File: config.mk
export PLATFORM = sky130hd
export DESIGN_NAME = nvram_autosave
export DESIGN_NICKNAME = d
export VERILOG_FILES = /design/src/rtl/nvram_autosave.sv
export SDC_FILE = /design/constraint.sdc
export NUM_CORES = 1
export LEC_CHECK = 0
export CORE_ASPECT_RATIO = 1.75
export CORE_UTILIZATION = 50
export DETAILED_ROUTE_END_ITERATION = 6
export GPL_TIMING_DRIVEN = 0
export MAX_ROUTING_LAYER = met4
export PLACE_DENSITY = 0.63
export SYNTH_ARGS = -nofsm -noshare
export SYNTH_HDL_FRONTEND = slang
export SYNTH_SLANG_ARGS = --single-unit
File: constraint.sdc
create_clock -name clk -period 6.9 [get_ports clk]
set_clock_uncertainty 0.1 [all_clocks]
set_input_delay 1.035 -clock clk [delete_from_list [all_inputs] [get_ports clk]]
set_output_delay 1.035 -clock clk [all_outputs]
set_load 0.05 [all_outputs]
File: src/rtl/nvram_autosave.sv
// nvram_autosave: pauses the CPU every few frames, scans the core NVRAM into a shadow RAM and
// requests a save on change; serves ioctl uploads/downloads from the shadow. Option: NVRAM_SKIP_BLANK_EN.
module nvram_autosave #(
    parameter int DUMPWIDTH     = 6,
    parameter int DUMPINDEX     = 4,
    parameter int PAUSEPAD      = 2,
    parameter int CHECK_FRAMES  = 60,
    parameter int PAUSE_TIMEOUT = 4096
) (
    input  logic                 clk,
    input  logic                 reset_n,
    input  logic                 vblank,
    input  logic                 autosave,
    input  logic                 paused,
    output logic                 pause_cpu,
    output logic [DUMPWIDTH-1:0] nvram_address,
    input  logic [7:0]           nvram_data_in,
    input  logic                 ioctl_download,
    input  logic                 ioctl_upload,
    input  logic                 ioctl_wr,
    input  logic [7:0]           ioctl_index,
    input  logic [24:0]          ioctl_addr,
    input  logic [7:0]           ioctl_dout,
    output logic [7:0]           ioctl_din,
    output logic                 ioctl_upload_req,
    output logic                 dirty
);

    localparam int DEPTH = 1 << DUMPWIDTH;
    localparam int TO_W  = $clog2(PAUSE_TIMEOUT + 1);
    localparam int PAD_W = (PAUSEPAD > 1) ? $clog2(PAUSEPAD) : 1;

    localparam logic [7:0]           FRAME_LAST = 8'(CHECK_FRAMES - 1);
    localparam logic [7:0]           DUMP_IDX   = 8'(DUMPINDEX);
    localparam logic [TO_W-1:0]      TO_LAST    = TO_W'(PAUSE_TIMEOUT - 1);
    localparam logic [TO_W-1:0]      TO_ONE     = TO_W'(1);
    localparam logic [PAD_W-1:0]     PAD_LAST   = PAD_W'(PAUSEPAD - 1);
    localparam logic [PAD_W-1:0]     PAD_ONE    = PAD_W'(1);
    localparam logic [DUMPWIDTH:0]   SCAN_LAST  = (DUMPWIDTH + 1)'(DEPTH);
    localparam logic [DUMPWIDTH:0]   SCAN_ONE   = (DUMPWIDTH + 1)'(1);
    localparam logic [DUMPWIDTH:0]   SCAN_ZERO  = {(DUMPWIDTH + 1){1'b0}};
    localparam logic [DUMPWIDTH-1:0] ADDR_ZERO  = {DUMPWIDTH{1'b0}};

    typedef enum logic [2:0] {
        ST_IDLE = 3'd0,
        ST_REQ  = 3'd1,
        ST_PAD  = 3'd2,
        ST_SCAN = 3'd3,
        ST_DONE = 3'd4
    } state_t;

    state_t               state_r;
    logic [7:0]           frame_cnt_r;
    logic [TO_W-1:0]      to_cnt_r;
    logic [PAD_W-1:0]     pad_cnt_r;
    logic [DUMPWIDTH:0]   scan_cnt_r;
    logic                 vblank_d_r;
    logic                 upload_d_r;
    logic [7:0]           shadow_r [DEPTH];

    logic                 vblank_rise_s;
    logic                 upload_rise_s;
    logic                 upload_fall_s;
    logic                 xfer_active_s;
    logic                 dl_wr_s;
    logic [DUMPWIDTH:0]   scan_prev_s;
    logic [DUMPWIDTH:0]   scan_next_s;
    logic [DUMPWIDTH-1:0] cmp_addr_s;
    logic                 cmp_valid_s;
    logic                 scan_diff_s;
    logic                 dirty_next_s;
    logic                 wr_en_s;
    logic [DUMPWIDTH-1:0] wr_addr_s;
    logic [7:0]           wr_data_s;
    logic                 unused_s;

    assign vblank_rise_s = vblank & ~vblank_d_r;
    assign upload_rise_s = ioctl_upload & ~upload_d_r;
    assign upload_fall_s = ~ioctl_upload & upload_d_r;
    assign xfer_active_s = ioctl_download | ioctl_upload;
    assign dl_wr_s       = ioctl_download & ioctl_wr & (ioctl_index == DUMP_IDX);
    assign unused_s      = ^ioctl_addr[24:DUMPWIDTH];

    // The byte compared this cycle is the one addressed on the previous scan cycle.
    assign scan_prev_s  = scan_cnt_r - SCAN_ONE;
    assign scan_next_s  = scan_cnt_r + SCAN_ONE;
    assign cmp_addr_s   = scan_prev_s[DUMPWIDTH-1:0];
    assign cmp_valid_s  = (state_r == ST_SCAN) && (scan_cnt_r != SCAN_ZERO) && !xfer_active_s;
    assign scan_diff_s  = cmp_valid_s && (nvram_data_in != shadow_r[cmp_addr_s]);
    assign dirty_next_s = dirty | scan_diff_s;

`ifdef NVRAM_SKIP_BLANK_EN
    logic all_zero_r;
    logic all_ff_r;
    logic zero_next_s;
    logic ff_next_s;
    logic blank_s;

    assign zero_next_s = all_zero_r & (~cmp_valid_s | (nvram_data_in == 8'h00));
    assign ff_next_s   = all_ff_r & (~cmp_valid_s | (nvram_data_in == 8'hFF));
    assign blank_s     = zero_next_s | ff_next_s;

    // Track whether every byte compared so far in this scan is uniformly blank.
    always_ff @(posedge clk) begin
        if (!reset_n) begin
            all_zero_r <= 1'b1;
            all_ff_r   <= 1'b1;
        end else if (state_r != ST_SCAN) begin
            all_zero_r <= 1'b1;
            all_ff_r   <= 1'b1;
        end else begin
            all_zero_r <= zero_next_s;
            all_ff_r   <= ff_next_s;
        end
    end
`endif

    // Single shadow write port; host downloads win over the scan.
    always_comb begin
        wr_en_s   = 1'b0;
        wr_addr_s = ADDR_ZERO;
        wr_data_s = 8'h00;
        if (dl_wr_s) begin
            wr_en_s   = 1'b1;
            wr_addr_s = ioctl_addr[DUMPWIDTH-1:0];
            wr_data_s = ioctl_dout;
        end else if (scan_diff_s) begin
            wr_en_s   = 1'b1;
            wr_addr_s = cmp_addr_s;
            wr_data_s = nvram_data_in;
        end else begin
            wr_en_s   = 1'b0;
        end
    end

    // Shadow RAM storage; contents deliberately survive reset.
    always_ff @(posedge clk) begin
        if (wr_en_s) begin
            shadow_r[wr_addr_s] <= wr_data_s;
        end
    end

    // Control FSM, frame counting, request/dirty flags and upload read port.
    always_ff @(posedge clk) begin
        if (!reset_n) begin
            state_r          <= ST_IDLE;
            pause_cpu        <= 1'b0;
            nvram_address    <= ADDR_ZERO;
            ioctl_din        <= 8'h00;
            ioctl_upload_req <= 1'b0;
            dirty            <= 1'b0;
            frame_cnt_r      <= 8'd0;
            to_cnt_r         <= {TO_W{1'b0}};
            pad_cnt_r        <= {PAD_W{1'b0}};
            scan_cnt_r       <= SCAN_ZERO;
            vblank_d_r       <= vblank;
            upload_d_r       <= ioctl_upload;
        end else begin
            vblank_d_r <= vblank;
            upload_d_r <= ioctl_upload;
            ioctl_din  <= shadow_r[ioctl_addr[DUMPWIDTH-1:0]];

            if (upload_rise_s) begin
                ioctl_upload_req <= 1'b0;
            end
            if (upload_fall_s && (ioctl_index == DUMP_IDX)) begin
                dirty <= 1'b0;
            end else if (scan_diff_s) begin
                dirty <= 1'b1;
            end

            case (state_r)
                ST_IDLE: begin
                    nvram_address <= ADDR_ZERO;
                    if (vblank_rise_s) begin
                        if (frame_cnt_r == FRAME_LAST) begin
                            frame_cnt_r <= 8'd0;
                            if (autosave && !xfer_active_s) begin
                                state_r   <= ST_REQ;
                                pause_cpu <= 1'b1;
                                to_cnt_r  <= {TO_W{1'b0}};
                            end
                        end else begin
                            frame_cnt_r <= frame_cnt_r + 8'd1;
                        end
                    end
                end
                ST_REQ: begin
                    if (xfer_active_s) begin
                        state_r   <= ST_IDLE;
                        pause_cpu <= 1'b0;
                    end else if (paused) begin
                        pad_cnt_r  <= {PAD_W{1'b0}};
                        scan_cnt_r <= SCAN_ZERO;
                        state_r    <= (PAUSEPAD == 0) ? ST_SCAN : ST_PAD;
                    end else if (to_cnt_r == TO_LAST) begin
                        state_r   <= ST_IDLE;
                        pause_cpu <= 1'b0;
                    end else begin
                        to_cnt_r <= to_cnt_r + TO_ONE;
                    end
                end
                ST_PAD: begin
                    if (xfer_active_s) begin
                        state_r   <= ST_IDLE;
                        pause_cpu <= 1'b0;
                    end else if (pad_cnt_r == PAD_LAST) begin
                        state_r <= ST_SCAN;
                    end else begin
                        pad_cnt_r <= pad_cnt_r + PAD_ONE;
                    end
                end
                ST_SCAN: begin
                    if (xfer_active_s) begin
                        state_r       <= ST_IDLE;
                        pause_cpu     <= 1'b0;
                        nvram_address <= ADDR_ZERO;
                    end else if (scan_cnt_r == SCAN_LAST) begin
                        state_r       <= ST_DONE;
                        pause_cpu     <= 1'b0;
                        nvram_address <= ADDR_ZERO;
`ifdef NVRAM_SKIP_BLANK_EN
                        if (blank_s) begin
                            dirty <= 1'b0;
                        end else if (dirty_next_s) begin
                            ioctl_upload_req <= 1'b1;
                        end
`else
                        if (dirty_next_s) begin
                            ioctl_upload_req <= 1'b1;
                        end
`endif
                    end else begin
                        nvram_address <= scan_next_s[DUMPWIDTH-1:0];
                        scan_cnt_r    <= scan_next_s;
                    end
                end
                ST_DONE: begin
                    state_r <= ST_IDLE;
                end
                default: begin
                    state_r   <= ST_IDLE;
                    pause_cpu <= 1'b0;
                end
            endcase
        end
    end

endmodule

-- Yosys cells after proc, flatten, opt, wreduce, memory -nomap -nowiden
Memory sizes are Yosys's and may differ from the RTL's. A register that Yosys moved wholly into a read port is not among the register bits.
Index checks and enable logic that the tools add are counted.
Widths: inputs -> output; s select.
- equality and inequality tests: 25
- add/sub/neg operators: 5
- reductions and logical operators: 20
- bitwise operators: 12
- multiplexer cells: 55
- operators by type and width (cell ; count):
    $mux 13 ; 6
    $mux 3 ; 10
    $mux 7 ; 4
    $pmux 13 s2 ; 1
    $mux 6 ; 4
    $mux 8 ; 3
    $mux 1 ; 22
    $ne 2x2->1 const B ; 11
    $pmux 7 s2 ; 1
    $add 13x1->13 const B ; 1
    $eq 13x12->1 const B ; 1
    $pmux 3 s4 ; 1
    $pmux 6 s2 ; 1
    $ne 3x3->1 const B ; 3
    $add 8x1->8 const B ; 1
    $eq 8x3->1 const B ; 1
    $eq 8x6->1 const B ; 1
    $ne 8x8->1 ; 1
    $reduce_and 8->1 ; 1
    $reduce_bool 2->1 ; 4
    $add 7x1->7 const B ; 1
    $eq 7x7->1 const B ; 1
    $reduce_and 7->1 ; 1
    $reduce_bool 7->1 ; 1
    20 further kinds ; 35
- RAM bits: 512
- memories: 1
- register bits: 43
- memory list (memory ; words ; width ; read ports ; clocked after memory_dff ; wr ports ; RTL line ; source):
    shadow_r ; 64 ; 8 ; 2 ; 1 ; 1 ; 59 ; logic [7:0] shadow_r [DEPTH];

-- Longest topological paths before layout
- depth in word-level cells: 9
- mapped depth: 19
- gate-level depth less buffers: 11

-- Worst setup path after synthesis
No wires, ideal clock.
- path kind: reg2reg
- start: register scan_cnt_r[0]
- end: memory shadow_r[50][0], enable pin
- clock period less this slack: 5.373 ns
- path buffers: 7
- path slack: 1.527 ns
- stages on the path, launching flop included: 19
- arrival time: 4.875 ns
- setup time: 0.398 ns
- required time: 6.402 ns
- path through: dfxtp_1 buf_6 buf_4 inv_1 clkbuf_1 ha_1 buf_2 xor2_1 buf_4 buf_4 buf_2 mux2_2 o21ai_0 nand4_1 xor2_1 a211oi_1 o2111ai_2 a32oi_4 nor4b_1
- longest elaborated chain between the ends: 8
- elaborated cells on any way between the ends: 13
- those cells by class: add/sub (1); eq/ne (1); mux (6); reduce/logical (4); memory (1)
- ends and longest elaborated chain (what ; RTL line ; source):
    start, declared ; 56 ; logic [DUMPWIDTH:0] scan_cnt_r;
    start signal, assigned ; 235 ; scan_cnt_r <= scan_next_s;
    $sub 6x1->6 / $reduce_bool 7->1 (equally long branches) ; 85, 88 ;
    $mem_v2 64x8 / $logic_and 1x1->1 (equally long branches) ; n/a ;
    $ne 8x8->1 / $logic_and 1x1->1 (equally long branches) ; 89, 88 ;
    $logic_and 1x1->1 ; 89 ; assign scan_diff_s = cmp_valid_s && (nvram_data_in != shadow_r[cmp_addr_s]);
    $mux 1 ; 127 ; end else if (scan_diff_s) begin
    $mux 1 ; 123 ; if (dl_wr_s) begin
    $mux 1 ; 138 ; if (wr_en_s) begin
    $mux 1 (not written as such) ; 139 ; shadow_r[wr_addr_s] <= wr_data_s;
    end, declared ; 59 ;
Parallel ways exist; a longest one is shown, timed or not.

-- Worst setup path in the final report
- start: register scan_cnt_r[0]
- end: memory shadow_r[51][0], enable pin
Same word-level chain as after synthesis.

==> insert_results.sql <==
INSERT INTO impl_metrics (metric_group, metric, value, unit) VALUES
('outcome', 'outcome', 'finished, violations left', ''),
('outcome', 'failed_checks', 'capacitance limit, slew limit', ''),
('global_route', 'globalRouteMet3Util', '0.0716', ''),
('die', 'start_util', '0.508', ''),
('clocking', 'path_clk_slew', '0.07', 'ns'),
('critical_path', 'rr_worst_depth', '16', ''),
('hold_path', 'min_path_type', 'flip-flop to flip-flop', ''),
('global_route', 'global_route.usage.met2', '0.573', ''),
('critical_path', 'cp-endpoint', 'shadow_r[51][0]', ''),
('logic_synthesis', 'most_frequently_used_flop_master_after_synthesis', 'sky130_fd_sc_hd__edfxtp_1', ''),
('global_route', 'grt.total_usage', '0.358', ''),
('critical_path', 'cp_slowest_stage_delay', '0.87', 'ns'),
('critical_path', 'startpoint', 'scan_cnt_r[0]', ''),
('global_route', 'grt_start_max_net_pins', '47', ''),
('routing', 'drt-initial-drc-count', '2337', ''),
('global_route', 'global_route_wire_length_before_repair', '131000', 'um'),
('clocking', 'cts_max_path_buffers', '3', ''),
('final_layout', 'synthToLayoutAreaGrowth', '15.8', '%'),
('die', 'core-area', '0.0535', 'sq mm'),
('critical_path', 'capture_instance_of_the_worst_register_to_register_path', 'shadow_r[51][0]', ''),
('critical_path', 'crit_arrival', '7.06', 'ns'),
('routing', 'drc_errors', '0', ''),
('critical_path', 'critPathTopFamily', 'simple AND/OR/NAND/NOR gates', ''),
('timing', 'period_minus_slack', '6.88', 'ns'),
('critical_path', 'worstPathRequired', '7.08', 'ns'),
('routing', 'detail_route.vias_per_cell', '7.25', ''),
('critical_path', 'crit_cells', '16', ''),
('logic_synthesis', 'synth_cells', '1544', ''),
('final_layout', 'area.sequential', '0.0164', 'sq mm'),
('critical_path', 'worst-path-buf-inv', '6', ''),
('die', 'die_area', '0.0554', 'sq mm'),
('logic_synthesis', 'synth_nets', '1606', ''),
('clocking', 'htree_levels', '2', ''),
('die', 'std_cell_rows', '112', ''),
('final_layout', 'area_of_the_multi_input_gates', '0.0109', 'sq mm'),
('timing', 'post-route-period-util', '0.997', ''),
('clocking', 'cts_inserted_buffers', '52', ''),
('global_route', 'global_route.usage.met1', '0.402', ''),
('power_and_ir_drop', 'cell_pwr_density', '231', 'mW/mm^2'),
('critical_path', 'critical_path_peak_fanout', '11', ''),
('critical_path', 'timing.reg2reg.setup_slack', '0.02', 'ns'),
('global_route', 'grt-ovfl-total', '0', ''),
('final_layout', 'final_core_density', '0.588', ''),
('die', 'chipHeight', '311', 'um'),
('timing', 'worstMarginPinSlew', '1.52', 'ns'),
('place', 'gp_congestion', '1.04', ''),
('timing', 'final-setup-viol-count', '0', ''),
('place', 'port_buffers', '50', ''),
('clocking', 'cts_num_sinks', '563', ''),
('job', 'cap_violations', '1', ''),
('logic_synthesis', 'ys.warnings.count', '0', ''),
('logic_synthesis', 'synthDistinctLibCells', '74', ''),
('die', 'pin_count', '74', ''),
('critical_path', 'worst_setup_path_end_kind', 'flip-flop', ''),
('critical_path', 'timing.critical_path.cells', 'buf_6 > buf_4 > inv_1 > clkbuf_2 > ha_1 > buf_2 > xnor2_4 > buf_2 > nor2_1 > o22ai_1 > nand4_1 > xnor2_1 > or4_4 > o211a_1 > o21ai_1 > and4bb_1', ''),
('timing', 'maxSlewViolCount', '11', ''),
('place', 'detailed_place_hpwl', '68100', 'um'),
('final_layout', 'fill_cells', '3996', ''),
('power_and_ir_drop', 'ir_drop', '0.000224', 'V'),
('die', 'die-width', '178', 'um'),
('power_and_ir_drop', 'power_leakage', '9.70', 'nW'),
('timing', 'max-slew-margin-rel', '-0.0159', ''),
('logic_synthesis', 'synth-async-reset-ratio', '0', ''),
('routing', 'wl', '94600', 'um'),
('logic_synthesis', 'yosys_register_bits', '563', ''),
('critical_path', 'crit_path_frequent_cell', 'sky130_fd_sc_hd__buf_2', ''),
('clocking', 'clk_root_buffer_cell', 'sky130_fd_sc_hd__clkbuf_16', ''),
('routing', 'detailedRoute.firstPassIterationCount', '6', ''),
('global_route', 'first_global_vias', '17300', ''),
('critical_path', 'startpoint_class', 'flip-flop', ''),
('routing', 'avgRoutedWirePerCell', '38.8', 'um');
[worst reg2reg max path: stages (launching register included)]
cell and delay [ns]:
sky130_fd_sc_hd__dfxtp_1 0.35, sky130_fd_sc_hd__buf_6 0.18, sky130_fd_sc_hd__buf_4 0.28, sky130_fd_sc_hd__inv_1 0.14
sky130_fd_sc_hd__clkbuf_2 0.35, sky130_fd_sc_hd__ha_1 0.31, sky130_fd_sc_hd__buf_2 0.20, sky130_fd_sc_hd__xnor2_4 0.38
sky130_fd_sc_hd__buf_2 0.53, sky130_fd_sc_hd__nor2_1 0.11, sky130_fd_sc_hd__o22ai_1 0.51, sky130_fd_sc_hd__nand4_1 0.63
sky130_fd_sc_hd__xnor2_1 0.30, sky130_fd_sc_hd__or4_4 0.51, sky130_fd_sc_hd__o211a_1 0.31, sky130_fd_sc_hd__o21ai_1 0.87
sky130_fd_sc_hd__and4bb_1 0.51
[synth_stat cells, types with 4 or more instances]
cell | instances | area [sq um]
sky130_fd_sc_hd__nor2_1 | 111 | 417
sky130_fd_sc_hd__buf_4 | 7 | 52.6
sky130_fd_sc_hd__clkbuf_1 | 53 | 199
sky130_fd_sc_hd__nor4_1 | 18 | 113
sky130_fd_sc_hd__a22o_1 | 11 | 96.3
sky130_fd_sc_hd__or3_1 | 12 | 75.1
sky130_fd_sc_hd__nand4_1 | 18 | 113
sky130_fd_sc_hd__o21ai_0 | 23 | 115
sky130_fd_sc_hd__and3_1 | 6 | 37.5
sky130_fd_sc_hd__ha_1 | 5 | 62.6
sky130_fd_sc_hd__nor3b_1 | 4 | 30.0
sky130_fd_sc_hd__mux4_2 | 286 | 6440
sky130_fd_sc_hd__nand2_1 | 51 | 191
sky130_fd_sc_hd__a21boi_0 | 7 | 52.6
sky130_fd_sc_hd__a211oi_1 | 17 | 128
sky130_fd_sc_hd__nand3_1 | 30 | 150
sky130_fd_sc_hd__mux2_2 | 12 | 135
sky130_fd_sc_hd__nor2b_1 | 12 | 75.1
sky130_fd_sc_hd__xnor2_1 | 21 | 184
sky130_fd_sc_hd__nor4b_1 | 6 | 52.6
sky130_fd_sc_hd__dfxtp_1 | 51 | 1020
sky130_fd_sc_hd__o2111ai_1 | 5 | 43.8
sky130_fd_sc_hd__nor4b_2 | 7 | 105
sky130_fd_sc_hd__nor3_1 | 21 | 105
sky130_fd_sc_hd__nor3_2 | 7 | 70.1
sky130_fd_sc_hd__inv_1 | 8 | 30.0
sky130_fd_sc_hd__mux2i_1 | 32 | 320
sky130_fd_sc_hd__and2_1 | 11 | 68.8
sky130_fd_sc_hd__a22oi_1 | 4 | 30.0
sky130_fd_sc_hd__o22ai_1 | 29 | 181
sky130_fd_sc_hd__buf_2 | 31 | 155
sky130_fd_sc_hd__nand2b_1 | 5 | 31.3
sky130_fd_sc_hd__a21oi_1 | 11 | 55.1
sky130_fd_sc_hd__edfxtp_1 | 512 | 15400
sky130_fd_sc_hd__xor2_1 | 18 | 158
sky130_fd_sc_hd__buf_1 | 22 | 82.6
[cells by family (layout without fill, tap and decap cells)]
kind of cell	after synthesis	after routing	share of synthesized area
muxes	330	330	0.254
other	0	3	0
xor gates and xnor gates	40	40	0.0132
AOI/OAI and AO/OA	148	148	0.0420
DFF	563	563	0.603
adders and majority gates	5	5	0.00230
buffers and inverters	124	330	0.0203
and+or+nand+nor	334	334	0.0657
[how the worst min path moves through the flow]
stage	startpoint	endpoint	slack [ns]	depth (start not counted)
2_1_floorplan	pad_cnt_r	pad_cnt_r	0.34	2
3_3_place_gp	pad_cnt_r	pad_cnt_r	0.36	2
3_5_place_dp	pad_cnt_r	pad_cnt_r	0.36	2
4_1_cts	pad_cnt_r	pad_cnt_r	0.37	2
5_1_grt	pad_cnt_r	pad_cnt_r	0.40	2
6_report	pad_cnt_r	pad_cnt_r	0.37	2
[per-stage QoR]
stage                     instance area [sq um]  hold WS, ns  instances  setup slack (ns)
after detailed placement                  29100        0.360       2311             -1.61
after floorplan                           27200        0.344       1544              1.53
after CTS                                 31000        0.369       2415            -0.121
after global placement                    28600        0.356       2278             -2.41
final                                     31500        0.369       2437            0.0198
after global routing                      31500        0.402       2437          -0.00663
[flip-flops by register name (all words and copies together) (netlist names)]
register,cells
shadow_r,512
dirty,1
scan_cnt_r,7
to_cnt_r,13
ioctl_din,8
frame_cnt_r,8
nvram_address,6
ioctl_upload_req,1
upload_d_r,1
pause_cpu,1
state_r,3
vblank_d_r,1
pad_cnt_r,1
[power breakdown]
part / leakage (nW) / switching (W) / internal (W)
registers: 5.04 / 0.00000958 / 0.00368
logic: 3.90 / 0.000540 / 0.000308
clock network: 0.761 / 0.00129 / 0.00147
[layout by cell type, fill, tap and decap left out, types with 16 or more instances in the layout]
master                            netlist  layout
sky130_fd_sc_hd__clkdlybuf4s50_1        0      50
sky130_fd_sc_hd__nand2_1               51      51
sky130_fd_sc_hd__o21ai_0               23      23
sky130_fd_sc_hd__xnor2_1               21      21
sky130_fd_sc_hd__clkbuf_1              53      54
sky130_fd_sc_hd__nor2_1               111     108
sky130_fd_sc_hd__clkbuf_16              0      53
sky130_fd_sc_hd__o22ai_1               29      29
sky130_fd_sc_hd__buf_2                 31      31
sky130_fd_sc_hd__mux2i_1               32      31
sky130_fd_sc_hd__buf_1                 22      17
sky130_fd_sc_hd__nand4_1               18      18
sky130_fd_sc_hd__clkinv_1               0      16
sky130_fd_sc_hd__buf_4                  7      48
sky130_fd_sc_hd__nand3_1               30      29
sky130_fd_sc_hd__mux4_2               286     286
sky130_fd_sc_hd__xor2_1                18      17
sky130_fd_sc_hd__dfxtp_1               51      51
sky130_fd_sc_hd__edfxtp_1             512     512
[repair_timing]
action / in CTS / in global routing
cloned: 0 / 0
setup buffers: 7 / 19
setup endpoints to repair: 1026 / 869
pin swaps: 0 / 10
resized for setup: 37 / 63
[final cells by class]
type / count / area share
Sequential cell: 563 / 0.521
Multi-Input combinational cell: 857 / 0.347
Clock buffer: 66 / 0.0443
Timing Repair Buffer: 109 / 0.0360
Tap cell: 684 / 0.0272
Buffer: 116 / 0.0180
Clock inverter: 31 / 0.00576
Inverter: 8 / 0.000953
Antenna cell: 3 / 0.000238
[layer usage]
metal  part of all wire  up-vias  routed length [um]
li1                   -     6814                   -
met1               0.32     9093               30000
met2               0.50     1385               47100
met3              0.098      371                9290
met4              0.086        0                8170
met5                  0        -                   0
(Power assumes the default switching activity.)
